--- src/rtl/multi_channel_iot_monitor_if.sv ---
`default_nettype none
// +------------------------------------------------------------------------+
// | Module  : multi_channel_iot_monitor_if                                 |
// | Brief   : Event/status bundle between the device-event front end and   |
// |           the multi-channel IoT monitor.                               |
// | Revision: 1.0  initial release                                         |
// +------------------------------------------------------------------------+
interface multi_channel_iot_monitor_if #(
    parameter int N_CH  = 4,
    parameter int WIDTH = 8,
    parameter int TOT_W = 10
);
    logic [N_CH-1:0]       change;
    logic [N_CH-1:0]       on_off;
    logic [N_CH-1:0]       clear;
    logic [WIDTH-1:0]      threshold;
    logic [N_CH*WIDTH-1:0] counter_out;
    logic [TOT_W-1:0]      total_out;
    logic [N_CH-1:0]       boundary;
    logic [N_CH-1:0]       alarm;
    logic                  any_alarm;

    // Event source side: drives the per-channel requests, observes status
    modport master (
        output change, on_off, clear, threshold,
        input  counter_out, total_out, boundary, alarm, any_alarm
    );

    // Monitor side: consumes requests, produces status
    modport slave (
        input  change, on_off, clear, threshold,
        output counter_out, total_out, boundary, alarm, any_alarm
    );
endinterface
`default_nettype wire

--- src/rtl/multi_channel_iot_monitor.sv ---
`default_nettype none
// +------------------------------------------------------------------------+
// | Module  : multi_channel_iot_monitor                                    |
// | Brief   : N_CH independent up/down active-device counters with wrap or |
// |           saturate arithmetic, per-channel clear, boundary pulses, a   |
// |           registered grand total and per-channel threshold alarms.     |
// | Revision: 1.0  initial release                                         |
// +------------------------------------------------------------------------+
module multi_channel_iot_monitor #(
    parameter int N_CH     = 4,
    parameter int WIDTH    = 8,
    parameter int SATURATE = 0,
    parameter int TOT_W    = 10
) (
    input  logic                         clk,
    input  logic                         rst,
    multi_channel_iot_monitor_if.slave   bus
);

    localparam logic [WIDTH-1:0] c_max    = {WIDTH{1'b1}};
    localparam logic [WIDTH-1:0] c_zero   = {WIDTH{1'b0}};
    // Count value left behind when an up/down step runs into the boundary
    localparam logic [WIDTH-1:0] c_up_lim = (SATURATE != 0) ? c_max  : c_zero;
    localparam logic [WIDTH-1:0] c_dn_lim = (SATURATE != 0) ? c_zero : c_max;

    logic [WIDTH-1:0]      r_cnt [N_CH];
    logic [N_CH-1:0]       r_bnd;
    logic [N_CH-1:0]       r_alarm;
    logic [TOT_W-1:0]      r_total;
    logic [TOT_W-1:0]      w_sum;
    logic [N_CH*WIDTH-1:0] w_cnt_flat;

    // Per-channel counters: clear beats change; a blocked/wrapping step pulses boundary
    always_ff @(posedge clk) begin
        if (rst) begin
            for (int i = 0; i < N_CH; i++) begin
                r_cnt[i] <= c_zero;
            end
            r_bnd <= '0;
        end else begin
            for (int i = 0; i < N_CH; i++) begin
                if (bus.clear[i]) begin
                    r_cnt[i] <= c_zero;
                    r_bnd[i] <= 1'b0;
                end else if (bus.change[i] && bus.on_off[i]) begin
                    if (r_cnt[i] == c_max) begin
                        r_cnt[i] <= c_up_lim;
                        r_bnd[i] <= 1'b1;
                    end else begin
                        r_cnt[i] <= r_cnt[i] + WIDTH'(1);
                        r_bnd[i] <= 1'b0;
                    end
                end else if (bus.change[i]) begin
                    if (r_cnt[i] == c_zero) begin
                        r_cnt[i] <= c_dn_lim;
                        r_bnd[i] <= 1'b1;
                    end else begin
                        r_cnt[i] <= r_cnt[i] - WIDTH'(1);
                        r_bnd[i] <= 1'b0;
                    end
                end else begin
                    r_bnd[i] <= 1'b0;
                end
            end
        end
    end

    // Sum of the registered channel counts; TOT_W is sized so this cannot overflow
    always_comb begin
        w_sum = '0;
        for (int i = 0; i < N_CH; i++) begin
            w_sum = w_sum + TOT_W'(r_cnt[i]);
        end
    end

    // Flatten the per-channel counts onto the output bus
    always_comb begin
        w_cnt_flat = '0;
        for (int i = 0; i < N_CH; i++) begin
            w_cnt_flat[i*WIDTH +: WIDTH] = r_cnt[i];
        end
    end

    // Total and alarms are registered from the registered counts (one cycle behind)
    always_ff @(posedge clk) begin
        if (rst) begin
            r_total <= '0;
            r_alarm <= '0;
        end else begin
            r_total <= w_sum;
            for (int i = 0; i < N_CH; i++) begin
                r_alarm[i] <= (r_cnt[i] >= bus.threshold);
            end
        end
    end

    assign bus.counter_out = w_cnt_flat;
    assign bus.total_out   = r_total;
    assign bus.boundary    = r_bnd;
    assign bus.alarm       = r_alarm;
    assign bus.any_alarm   = |r_alarm;

endmodule
`default_nettype wire

--- src/flat_wrapper.sv ---
// flat-port wrapper written by rule: the top's interface ports become plain ports
module multi_channel_iot_monitor_flat 
#(
    parameter int N_CH     = 4,
    parameter int WIDTH    = 8,
    parameter int SATURATE = 0,
    parameter int TOT_W    = 10
)
  (clk, rst, bus_change, bus_on_off, bus_clear, bus_threshold, bus_counter_out, bus_total_out, bus_boundary, bus_alarm, bus_any_alarm);
  multi_channel_iot_monitor_if #(.N_CH(N_CH), .WIDTH(WIDTH), .TOT_W(TOT_W)) bus_i ();
  input  logic clk;
  input  logic rst;
  input wire logic [$bits(bus_i.change)-1:0] bus_change;
  input wire logic [$bits(bus_i.on_off)-1:0] bus_on_off;
  input wire logic [$bits(bus_i.clear)-1:0] bus_clear;
  input wire logic [$bits(bus_i.threshold)-1:0] bus_threshold;
  output wire logic [$bits(bus_i.counter_out)-1:0] bus_counter_out;
  output wire logic [$bits(bus_i.total_out)-1:0] bus_total_out;
  output wire logic [$bits(bus_i.boundary)-1:0] bus_boundary;
  output wire logic [$bits(bus_i.alarm)-1:0] bus_alarm;
  output wire logic [$bits(bus_i.any_alarm)-1:0] bus_any_alarm;
  assign bus_i.change = bus_change;
  assign bus_i.on_off = bus_on_off;
  assign bus_i.clear = bus_clear;
  assign bus_i.threshold = bus_threshold;
  assign bus_counter_out = bus_i.counter_out;
  assign bus_total_out = bus_i.total_out;
  assign bus_boundary = bus_i.boundary;
  assign bus_alarm = bus_i.alarm;
  assign bus_any_alarm = bus_i.any_alarm;
  multi_channel_iot_monitor #(.N_CH(N_CH), .WIDTH(WIDTH), .SATURATE(SATURATE), .TOT_W(TOT_W)) u_core (.clk(clk), .rst(rst), .bus(bus_i));
endmodule
--- config.mk ---
export PLATFORM = sky130hd
export DESIGN_NAME = multi_channel_iot_monitor_flat
export DESIGN_NICKNAME = d
export VERILOG_FILES = /design/src/rtl/multi_channel_iot_monitor_if.sv /design/src/rtl/multi_channel_iot_monitor.sv /design/src/flat_wrapper.sv
export SDC_FILE = /design/constraint.sdc
export NUM_CORES = 1
export LEC_CHECK = 0
export CORE_MARGIN = 4
export CORE_UTILIZATION = 55
export CTS_CLUSTER_DIAMETER = 60
export CTS_CLUSTER_SIZE = 30
export DETAILED_ROUTE_END_ITERATION = 6
export GPL_TIMING_DRIVEN = 0
export MAX_ROUTING_LAYER = met4
export PLACE_DENSITY = 0.8
export SLEW_MARGIN = 20
export SYNTH_ARGS = -nofsm -noshare
export SYNTH_HDL_FRONTEND = slang
export SYNTH_SLANG_ARGS = --single-unit
--- constraint.sdc ---
create_clock -name clk -period 4.8 [get_ports clk]
set_input_delay 0.48 -clock clk [delete_from_list [all_inputs] [get_ports clk]]
set_output_delay 0.48 -clock clk [all_outputs]
set_load 0.005 [all_outputs]
After elaboration in Yosys (flattened, before gate mapping)
Memories as Yosys holds them, arrays and structs flattened.
Cells that the tools add are included.
{"block": "totals", "reg_bits": 18, "mem_bits_rw": 32, "memories": 1}
{"name": "u_core.r_cnt", "words": 4, "width": 8, "read_ports": 4, "rd_ports_with_merged_regs": 0, "wr": 4, "line_no": "multi_channel_iot_monitor.sv:26", "text": "logic [WIDTH-1:0] r_cnt [N_CH];"}
{"block": "classes", "n_addsub": 11, "order_cmp": 4, "n_eq_ne": 4, "muxes": 126, "bitwise": 20, "n_reduce_logical": 13}
{"op": "$mux 8", "n": 20}
{"op": "$mux 1", "n": 106}
{"op": "$add 8x1->8 const B", "n": 4}
{"op": "$eq 8x8->1 const B", "n": 4}
{"op": "$ge 8x8->1", "n": 4}
{"op": "$logic_not 8->1", "n": 4}
{"op": "$sub 8x1->8 const B", "n": 4}
{"op": "$add 10x8->10", "n": 2}
{"op": "$or 1x1->1", "n": 20}
{"op": "$add 8x8->9", "n": 1}
{"op": "$reduce_or 2->1", "n": 4}
{"op": "$logic_and 1x1->1", "n": 4}
{"op": "$reduce_or 4->1", "n": 1}

Logic depth before layout (Yosys ltp)
An unclocked memory read counts as a cell.
{"block": "depth", "word_depth": 11, "mapped_depth": 16, "ltp_nobuf": 16}

Worst setup path after synthesis
OpenSTA, ideal clock, no wires.
{"block": "synth_timing", "path_type": "reg2reg", "startpoint": "memory u_core.r_cnt[1][0], in the netlist u_core.r_cnt[0][8]", "endpoint": "register u_core.r_total[8], in the netlist u_core.bus.total_out[8]", "setup_time_ns": 0.132, "t_arrival_ns": 3.272, "required_ns": 4.668, "path_slack_ns": 1.396, "stages_incl_launch_ff": 16, "path_buffers": 0, "synth_period_minus_slack_ns": 3.404, "path_cell_list": "edfxtp_1 ha_1 inv_1 fa_1 nor2b_1 o21ai_0 a21boi_0 o21ai_0 a21bo_2 fa_1 inv_1 ha_1 or3_1 a211oi_1 or3_1 a21oi_1"}
{"element": "from (decl)", "line_no": "multi_channel_iot_monitor.sv:26"}
{"element": "to (signal assigned)", "line_no": "multi_channel_iot_monitor.sv:90", "text": "r_total <= w_sum;"}
{"element": "to (decl)", "line_no": "multi_channel_iot_monitor.sv:29", "text": "logic [TOT_W-1:0] r_total;"}

==> metrics.cfg <==
[run_status]
status=finished, final reports clean

[floorplanning]
die-area_um2=9670
fp.dieH_um=98.3
die_x_um=98.3
core_um2=7850
rows=32
ioPinCount=73
initial_core_util_pct=57.2

[detailed_routing]
postRouteAntennaNets=0
drt_wl_total_um=12300
vias=4205
wire_per_inst_um=17.9
drt-vias-per-instance=6.12
drt_first_iter_violations=176
drc=0
dr.pass1.iters=5

[logic_synthesis]
avgSynthCellArea_um2=8.83
synth_cells=508
post_synth_num_cell_types=64
synthTopCellsByArea=edfxtp_1, ha_1, dfxtp_1
yosysWarningCount=0
synthArstFlopShare_pct=0
seq_area_frac_synth_pct=29.4
yosysTopAreaCellShare_pct=21.4
synth.cell_area_um2=4490
ys_ff_latch=50
ys.flop_type=edfxtp_1
synth_edf_count=32
synth_largest_area_cell=edfxtp_1
syn_nets=596

[placed_design]
dp_slack_ns=0.963
port_buffers=69
dpl.hpwl_um=9770
place_congestion=0.929
place_inst=679

[global_route]
busiest_layer=met2
grt_use_met3_pct=3.00
grt_first_pass_wirelength_um=20100
grt_use_total_pct=26.2
use_met2_pct=41.9
antenna_found_initial=0
gr-total-overflow=0
met1_usage_pct=34.6
grt_start_max_net_pins=15
grt_pass1_vias=4096

[hold_path]
holdPathStages=3
hp-class=in2reg

[final_layout]
final_cells=687
final_layout_size_suffix_gt1_share_pct=3.08
area_growth_pct=20.0
diodes=0
final_cell_mix=clkdlybuf4s50_1, ha_1, inv_1, nor2_1, edfxtp_1
final_nets=672
final_common_cell=clkdlybuf4s50_1

[timing]
rsz0062_at_grt=false
min_period_ns=3.85
setup_viol=0
fin_setup_tns_ns=0
slew_violations=0
setup_ws_ns=0.949
maxSlewHeadroom_pct=55.3
post-route-period-util_pct=80.2
fmax_ghz=0.260
clock_skew_ns=0.0112
hold_violations=0
worstMarginPinSlew_ns=0.669

[power_and_ir_drop]
p_leak_nw=2.27
powerDensity_nw_per_um2=278
vdd.ir_drop.worst_mv=0.136

[cts]
cts_tree=yes
hold_buffers=0
clock-sinks=50
clk_latency_ns=0.31
cts_setup_buffers=0
cts_buffers=5
cts.clk_slew.worst_paths_ns=0.10
clockBufferDepth=2
cts_resized=0
root_buffer=clkbuf_8
h-tree-depth=2

[worst_setup_path]
cp.arrival_ns=4.08
path_class=reg2reg
cp_common_cell=o21ai_0
startpoint_type=register
crit_required_ns=5.03
startpoint=u_core.r_cnt[0][8]$_SDFFCE_PN0P_
endpoint=u_core.bus.total_out[8]$_SDFF_PP0_
cp_top_family=adder cells
path_cells=ha_1, inv_1, fa_1, nor2b_1, o21ai_0, a21boi_0, o21ai_0, a21bo_2, fa_1, inv_1, ha_1, o21ai_0, nand2b_1, o21ai_0, or3_1, a21oi_1
regToRegEndpoint=u_core.bus.total_out[8]$_SDFF_PP0_
worst_path_max_delay_cell=edfxtp_1
worst-path-stages=16
critPathBufInv=2
reg2regPathDepth=16
ff2ff_setup_slack_ns=0.95
max_stage_delay_ns=0.60
cp_max_fo=10
worstSetupEndpointType=register
r2r_start=u_core.r_cnt[0][8]$_SDFFCE_PN0P_

[flow_run]
maxCapViolations=0

cell usage after synthesis, types with 3 or more instances:
master / n
a211oi_1: 12
a21boi_0: 4
a21o_1: 18
a21oi_1: 26
a221oi_1: 5
a31oi_1: 3
a41oi_1: 5
and3_1: 5
clkbuf_1: 9
dfxtp_1: 18
edfxtp_1: 32
fa_1: 10
ha_1: 56
inv_1: 51
nand2_1: 27
nand2b_1: 11
nand3_1: 18
nand4_1: 10
nor2_1: 51
nor2b_1: 8
nor3_1: 8
nor3b_1: 4
nor4b_1: 4
o2111ai_1: 4
o211ai_1: 3
o21ai_0: 22
o22ai_1: 6
o31ai_1: 3
or3_1: 12
or4_1: 4
xnor2_1: 8
xor2_1: 10
worst min-delay path, cell delays in order:
cell     delay [ns]
buf_2          0.16
or4_1          0.13
a21oi_1        0.06
registers in the layout, summed over array words and instances (netlist names):
name	flops
u_core.bus.alarm	4
u_core.bus.boundary	4
u_core.bus.total_out	10
u_core.r_cnt	32
per-stage QoR:
step / util (%) / power, W / instance area [um^2] / hold slack, ns
6_report: 68.6 / 0.00150 / 5390 / 0.563
5_1_grt: 68.6 / 0.00161 / 5390 / 0.588
4_1_cts: 68.6 / 0.00150 / 5390 / 0.561
3_5_place_dp: 67.6 / 0.00125 / 5310 / 0.786
3_3_place_gp: 67.6 / 0.00123 / 5310 / 0.788
2_1_floorplan: - / 0.000996 / 4490 / 0.658
worst min path at each step:
stage	from	end
2_1_floorplan	bus_on_off[1]	u_core.bus.boundary[1]$_SDFF_PP0_
3_3_place_gp	u_core.r_cnt[0][30]$_DFFE_PP_	u_core.bus.boundary[3]$_SDFF_PP0_
3_5_place_dp	u_core.r_cnt[0][30]$_DFFE_PP_	u_core.bus.boundary[3]$_SDFF_PP0_
4_1_cts	bus_on_off[3]	u_core.bus.boundary[3]$_SDFF_PP0_
5_1_grt	bus_on_off[3]	u_core.bus.boundary[3]$_SDFF_PP0_
6_report	bus_on_off[3]	u_core.bus.boundary[3]$_SDFF_PP0_
layer usage:
layer	share of wire [%]	wire length [um]	vias to the layer above
met5	0	0	-
met4	3.0	369	0
met3	6.1	748	25
met2	47	5790	176
met1	44	5420	1963
li1	-	-	2041
area by class of cell:
class	instances	area, um^2
Buffer	12	55.1
Clock buffer	8	80.1
Fill cell	676	2460
Inverter	51	191
Multi-Input combinational cell	395	2920
Sequential cell	50	1320
Tap cell	102	128
Timing Repair Buffer	69	691
cell families after synthesis:
logic type | Yosys count | synth area share, %
and+or+nand+nor | 177 | 21.0
adders and majority gates | 66 | 20.1
AOI/OAI and AO/OA | 133 | 20.2
muxes | 1 | 0.223
xor gates and xnor gates | 18 | 3.51
buffers and inverters | 63 | 5.49
DFF | 50 | 29.4
power by group:
group	internal, W	switching (W)
Sequential	0.000522	0.0000748
Clock	0.000104	0.000143
Combinational	0.000326	0.000328
No activity file was read; power rests on OpenSTA's default activity.
